[src/rtl/simeck_load_seq.sv]
// simeck_load_seq: load/round sequencer for the Simeck datapath.
// A request (income && ready) captures mode/Data/Key into shadow registers.
// The sequencer then streams KEYWORDS key words (kctr/save strobes) and two
// data halves (dctr strobe), times ROUNDS round cycles and pulses done.
// Ports:
//   clk, rst_n          clock, asynchronous active-low reset
//   income, mode        request valid, 0=encrypt / 1=decrypt
//   Data, Key           block and master key, sampled on accept
//   ready               sequencer can accept a request
//   keyout, kctr, save  key word to key-schedule + load/capture strobes
//   dataout, dctr       data half to round datapath + load strobe
//   set, lfsrset, dec   datapath idle, LFSR held at seed, latched mode
//   round_idx, done     round counter during RUN, end-of-run pulse
module simeck_load_seq #(
  parameter int DATAW    = 16,
  parameter int KEYWORDS = 4,
  parameter int ROUNDS   = 32
) (
  input  logic                      clk,
  input  logic                      rst_n,
  input  logic                      income,
  input  logic                      mode,
  input  logic [2*DATAW-1:0]        Data,
  input  logic [KEYWORDS*DATAW-1:0] Key,
  output logic                      ready,
  output logic [DATAW-1:0]          keyout,
  output logic [DATAW-1:0]          dataout,
  output logic                      kctr,
  output logic                      dctr,
  output logic                      save,
  output logic                      set,
  output logic                      lfsrset,
  output logic                      dec,
  output logic [7:0]                round_idx,
  output logic                      done
);

  localparam int KW = $clog2(KEYWORDS + 1);   // holds 0..KEYWORDS
  localparam int IW = $clog2(KEYWORDS);       // key word index
  localparam logic [KW-1:0] KLAST = KW'(KEYWORDS);
  localparam logic [7:0]    RLAST = 8'(ROUNDS - 1);

  typedef enum logic [2:0] {S_IDLE, S_LOADK, S_LOADD, S_RUN, S_DONE} state_t;

  typedef struct packed {
    logic                               mode;
    logic [2*DATAW-1:0]                 data;
    logic [KEYWORDS-1:0][DATAW-1:0]     key;
  } req_t;

  state_t                         state;
  req_t                           req_q;
  logic [KW-1:0]                  kcnt;   // key words emitted so far
  logic                           dhalf;  // second data half in flight
  logic [KEYWORDS-1:0][DATAW-1:0] key_in;
  logic [IW-1:0]                  first_idx;
  logic [IW-1:0]                  next_idx;
  logic                           accept;

  assign key_in = Key;

  // A DONE cycle also accepts, so back-to-back blocks skip IDLE entirely.
  assign accept = income && ((state == S_IDLE && ready) || state == S_DONE);

  always_comb begin
    first_idx = mode ? IW'(KEYWORDS - 1) : '0;
    next_idx  = req_q.mode ? (IW'(KEYWORDS - 1) - IW'(kcnt)) : IW'(kcnt);
  end

  always_ff @(posedge clk or negedge rst_n) begin
    if (!rst_n) begin
      state     <= S_IDLE;
      req_q     <= '0;
      kcnt      <= '0;
      dhalf     <= 1'b0;
      ready     <= 1'b1;
      keyout    <= '0;
      dataout   <= '0;
      kctr      <= 1'b0;
      dctr      <= 1'b0;
      save      <= 1'b0;
      set       <= 1'b1;
      lfsrset   <= 1'b1;
      dec       <= 1'b0;
      round_idx <= '0;
      done      <= 1'b0;
    end else if (accept) begin
      req_q     <= '{mode: mode, data: Data, key: key_in};
      keyout    <= key_in[first_idx];
      kcnt      <= KW'(1);
      dhalf     <= 1'b0;
      state     <= S_LOADK;
      ready     <= 1'b0;
      kctr      <= 1'b1;
      dctr      <= 1'b0;
      save      <= 1'b1;
      set       <= 1'b0;
      lfsrset   <= 1'b1;
      dec       <= mode;
      round_idx <= '0;
      done      <= 1'b0;
    end else begin
      case (state)
        S_IDLE: ;
        S_LOADK: begin
          if (kcnt == KLAST) begin
            state   <= S_LOADD;
            kctr    <= 1'b0;
            save    <= 1'b0;
            dctr    <= 1'b1;
            dhalf   <= 1'b0;
            dataout <= req_q.mode ? req_q.data[2*DATAW-1:DATAW]
                                  : req_q.data[DATAW-1:0];
          end else begin
            keyout <= req_q.key[next_idx];
            kcnt   <= kcnt + KW'(1);
          end
        end
        S_LOADD: begin
          if (!dhalf) begin
            dhalf   <= 1'b1;
            dataout <= req_q.mode ? req_q.data[DATAW-1:0]
                                  : req_q.data[2*DATAW-1:DATAW];
          end else begin
            state     <= S_RUN;
            dctr      <= 1'b0;
            lfsrset   <= 1'b0;
            round_idx <= '0;
          end
        end
        S_RUN: begin
          if (round_idx == RLAST) begin
            state     <= S_DONE;
            done      <= 1'b1;
            lfsrset   <= 1'b1;
            round_idx <= '0;
          end else begin
            round_idx <= round_idx + 8'd1;
          end
        end
        S_DONE: begin
          state <= S_IDLE;
          done  <= 1'b0;
          ready <= 1'b1;
          set   <= 1'b1;
        end
        default: state <= S_IDLE;
      endcase
    end
  end

endmodule

[config.mk]
export PLATFORM = sky130hd
export DESIGN_NAME = simeck_load_seq
export DESIGN_NICKNAME = d
export VERILOG_FILES = /design/src/rtl/simeck_load_seq.sv
export SDC_FILE = /design/constraint.sdc
export NUM_CORES = 1
export LEC_CHECK = 0
export CORE_MARGIN = 4
export CORE_UTILIZATION = 30
export CTS_BUF_LIST = sky130_fd_sc_hd__clkbuf_8
export CTS_CLUSTER_DIAMETER = 40
export DETAILED_ROUTE_END_ITERATION = 8
export GPL_TIMING_DRIVEN = 0
export PLACE_DENSITY = 0.63
export SLEW_MARGIN = 30
export SYNTH_ARGS = -nofsm -noshare
export SYNTH_HDL_FRONTEND = slang
export SYNTH_SLANG_ARGS = --single-unit
[constraint.sdc]
create_clock -name clk -period 3.1 [get_ports clk]
set_clock_uncertainty 0.05 [all_clocks]
set_input_delay 0.465 -clock clk [delete_from_list [all_inputs] [get_ports clk]]
set_output_delay 0.465 -clock clk [all_outputs]
set_load 0.01 [all_outputs]
==> results by group <==
Synth
  – Proportion of synthesized area in mux cells: 0.1382
  – Largest family of logic cells by synthesized area: simple AND/OR/NAND/NOR gates
  – Synth top cells by count: 299 x nand2_1, 147 x dfrtp_1, 36 x mux2_2, 27 x nor2_1, 18 x clkbuf_1
  – Synth area leader: dfrtp_1
  – Number of synthesized register bits: 149
  – Syn. warnings: 0
  – Xor and xnor area share after synthesis: 0.008718
  – Synth Area in Compound Gates: 0.05862
  – Synthesized area: 6745 um2
  – Most used DFF post-synth: dfrtp_1
  – Seq/Total Area, Yosys: 0.5531
  – Post-synth top area share: 0.5454
  – Most numerous cell in the Yosys netlist: nand2_1
  – Syn nets: 771
  – Post-Synth Adder-Cell Area: 0.005565
  – Async SR Flop Fraction: 1.000
  – Number of synthesized flops with an enable pin: 0
  – Dominant cells by area after synthesis: dfrtp_1 55%, nand2_1 17%, mux2_2 6.0%
  – Simple-Gate Fraction of Synth Area: 0.2039
  – Synth Instances: 668
  – Syn Area/Cell: 10.10 um2
  – Unique masters post-synth: 43

Routing
  – # DRC: 0
  – Violation count after the first detailed-routing iteration: 345
  – WL/cell: 17.31 um
  – Via count: 5366
  – Via density: 4.757
  – Final wirelength: 19.53 mm
  – 1st-pass router iterations: 4
  – DRT antenna net count: 0

Timing
  – Worst slew pin tran: 883.8 ps
  – Worst hold margin: 426.4 ps
  – RSZ-0062 raised after global routing: no
  – Setup TNS: 0 ps
  – Final Hold Fails: 0
  – Max Clock Freq: 0.3925 GHz
  – Slack of the critical path: 552.5 ps
  – Worst rel slew slack: 0.4108
  – Min Tclk post-route: 2548 ps
  – Setup violations, final: 0
  – Max-slew violation count: 0
  – Final worst-path cycle share: 0.8218

Worst setup path
  – Crit Path Category: reg -> reg
  – Slowest cell on crit path: a211oi_2
  – Worst path most repeated cell: a211oi_2
  – CP Buf/Inv Count: 2
  – Max Fanout on Critical Path: 10
  – Largest delay share family, worst path: compound AO/OA/AOI/OAI gates
  – CP max stage delay: 640 ps
  – Worst setup SP type: flop
  – Cells along the critical path: inv_1 -> ha_1 -> a211oi_2 -> a211oi_2 -> buf_2 -> mux2_2
  – Worst EP required: 3370 ps
  – Worst setup EP type: flop
  – Data arrival, critical path: 2820 ps

Floorplan
  – Die width: 157.9 um
  – Row cnt: 54
  – Die footprint: 24950 um2
  – Core ar.: 21960 um2
  – Die height: 157.9 um
  – Initial Utilization: 0.3072
  – Num ports: 148

Final layout
  – Share of cells above drive strength 1: 0.1309
  – Number of diodes: 0
  – Syn-to-layout area delta: 33.19%
  – Final #Nets: 938
  – Final core utilization: 0.4091
  – Design Area, Final: 8984 um2

Global route
  – Vias in the first global route: 5374
  – Gr ovfl total: 0
  – Pin count of the biggest net entering global routing: 83
  – Total GRT Usage: 0.1589
  – Initial antenna violation count: 0
  – Global-route wire length before repair: 30.28 mm

Job
  – Maxcap violations: 0

Pwr
  – Maximum vdd drop: 0.3355 mV
  – Pwr/cell area: 923.2 nW/um2
  – LEAKAGE: 4.322 nW

Placed design
  – Post-place setup slack: 468.3 ps
  – Placed Instance Area: 8589 um2
  – HPWL after detailed placement: 13.69 mm
  – Gpl congestion: 0.7681
  – IO buf count: 146

Clock tree
  – H-tree levels: 4
  – CTS tree: built
  – Post-CTS Setup Bufs: 0
  – Clock-pin transition on the worst setup and hold timing paths: 80 ps
  – CTS max path bufs: 2
  – TritonCTS sink count: 149
  – CTS Root Cell: clkbuf_8
  – Total CTS buffers: 17
  – Worst skew pair latency: 450 ps

Min path
  – Min-delay worst type: reg -> reg

Run status
  – Outcome: finished clean
## where the power goes
part           total (W)  internal, W  switching, W
logic            0.00370      0.00189       0.00181
clock network    0.00149     0.000688      0.000803
registers        0.00310      0.00268      0.000427
## registers in the layout, summed over array words and instances (netlist names)
name       flops
dataout       16
dctr           1
dhalf          1
done           1
kcnt           3
keyout        16
lfsrset        1
req_q         97
round_idx      8
save           1
set            1
state          3
## kinds of logic after synthesis
kind of cell             Yosys count
AO/OA/AOI/OAI                     49
AND/OR/NAND/NOR                  349
XOR/XNOR                           5
flip-flops                       149
adder cells (fa/ha/maj)            3
buffers and inverters             45
multiplexers                      68
## worst paths after layout
path,endpoint,slack [ps],cells past startpoint,start
worst min register to register,req_q[79]$_DFFE_PN0P_,430,2,req_q[79]$_DFFE_PN0P_
worst max register to register,dataout[11]$_DFFE_PN0P_,550,6,kcnt[0]$_DFFE_PN0P_
worst min-delay path,req_q[79]$_DFFE_PN0P_,430,2,req_q[79]$_DFFE_PN0P_
min in group asynchronous,req_q[21]$_DFFE_PN0P_,550,2,rst_n
max in group asynchronous,dataout[11]$_DFFE_PN0P_,1670,3,rst_n
worst max-delay path,dataout[11]$_DFFE_PN0P_,550,6,kcnt[0]$_DFFE_PN0P_
## timing repair
action                                 CTS  global route
hold buffers                             1             0
endpoints found under the hold margin   79             0
resized for setup                        0             0
## tightest hold or removal path: stages, from the launching register on
cell,delay (ps)
dfrtp_1,350
nand2_1,50
nand2_1,50
## metrics by stage
step                      std cells  power (W)
after floorplan                 668   0.005492
after detailed placement       1095   0.006890
after global routing           1128   0.008919
after CTS                      1128   0.008400
final                          1128   0.008294
after global placement         1094   0.006812
## final cells by class
| type | instances | area (um2) |
|---|---|---|
| buffer | 39 | 192.7 |
| inverter | 6 | 22.52 |
| tap | 280 | 350.3 |
| clock buffer | 19 | 261.5 |
| timing repair buffer | 148 | 1504 |
| sequential | 149 | 3731 |
| multi-input combinational | 474 | 2799 |
| clock inverter | 13 | 122.6 |
| fill | 2144 | 12970 |
## placed cells by master (no fill, tap or decap), drive strengths merged, types with 4 or more instances in the layout
cell,Yosys,routed
clkinv,0,5
o21ai,8,8
a21oi,8,8
buf,21,23
nor2,28,28
a221o,17,17
mux2i,17,17
nand2,299,299
clkdlybuf4s50,0,145
inv,6,11
dfrtp,147,147
clkbuf,18,37
nor3,4,4
mux4,15,15
mux2,36,36
## metal layers
metal  global-route usage  share of wire  up-vias
met5                    0              0        -
met2               0.2578           0.49      143
met3              0.03937          0.046       17
li1                     -              -     2556
met1               0.2136           0.45     2650
met4              0.04305          0.013        0
Power figures use the tool's default switching activity.
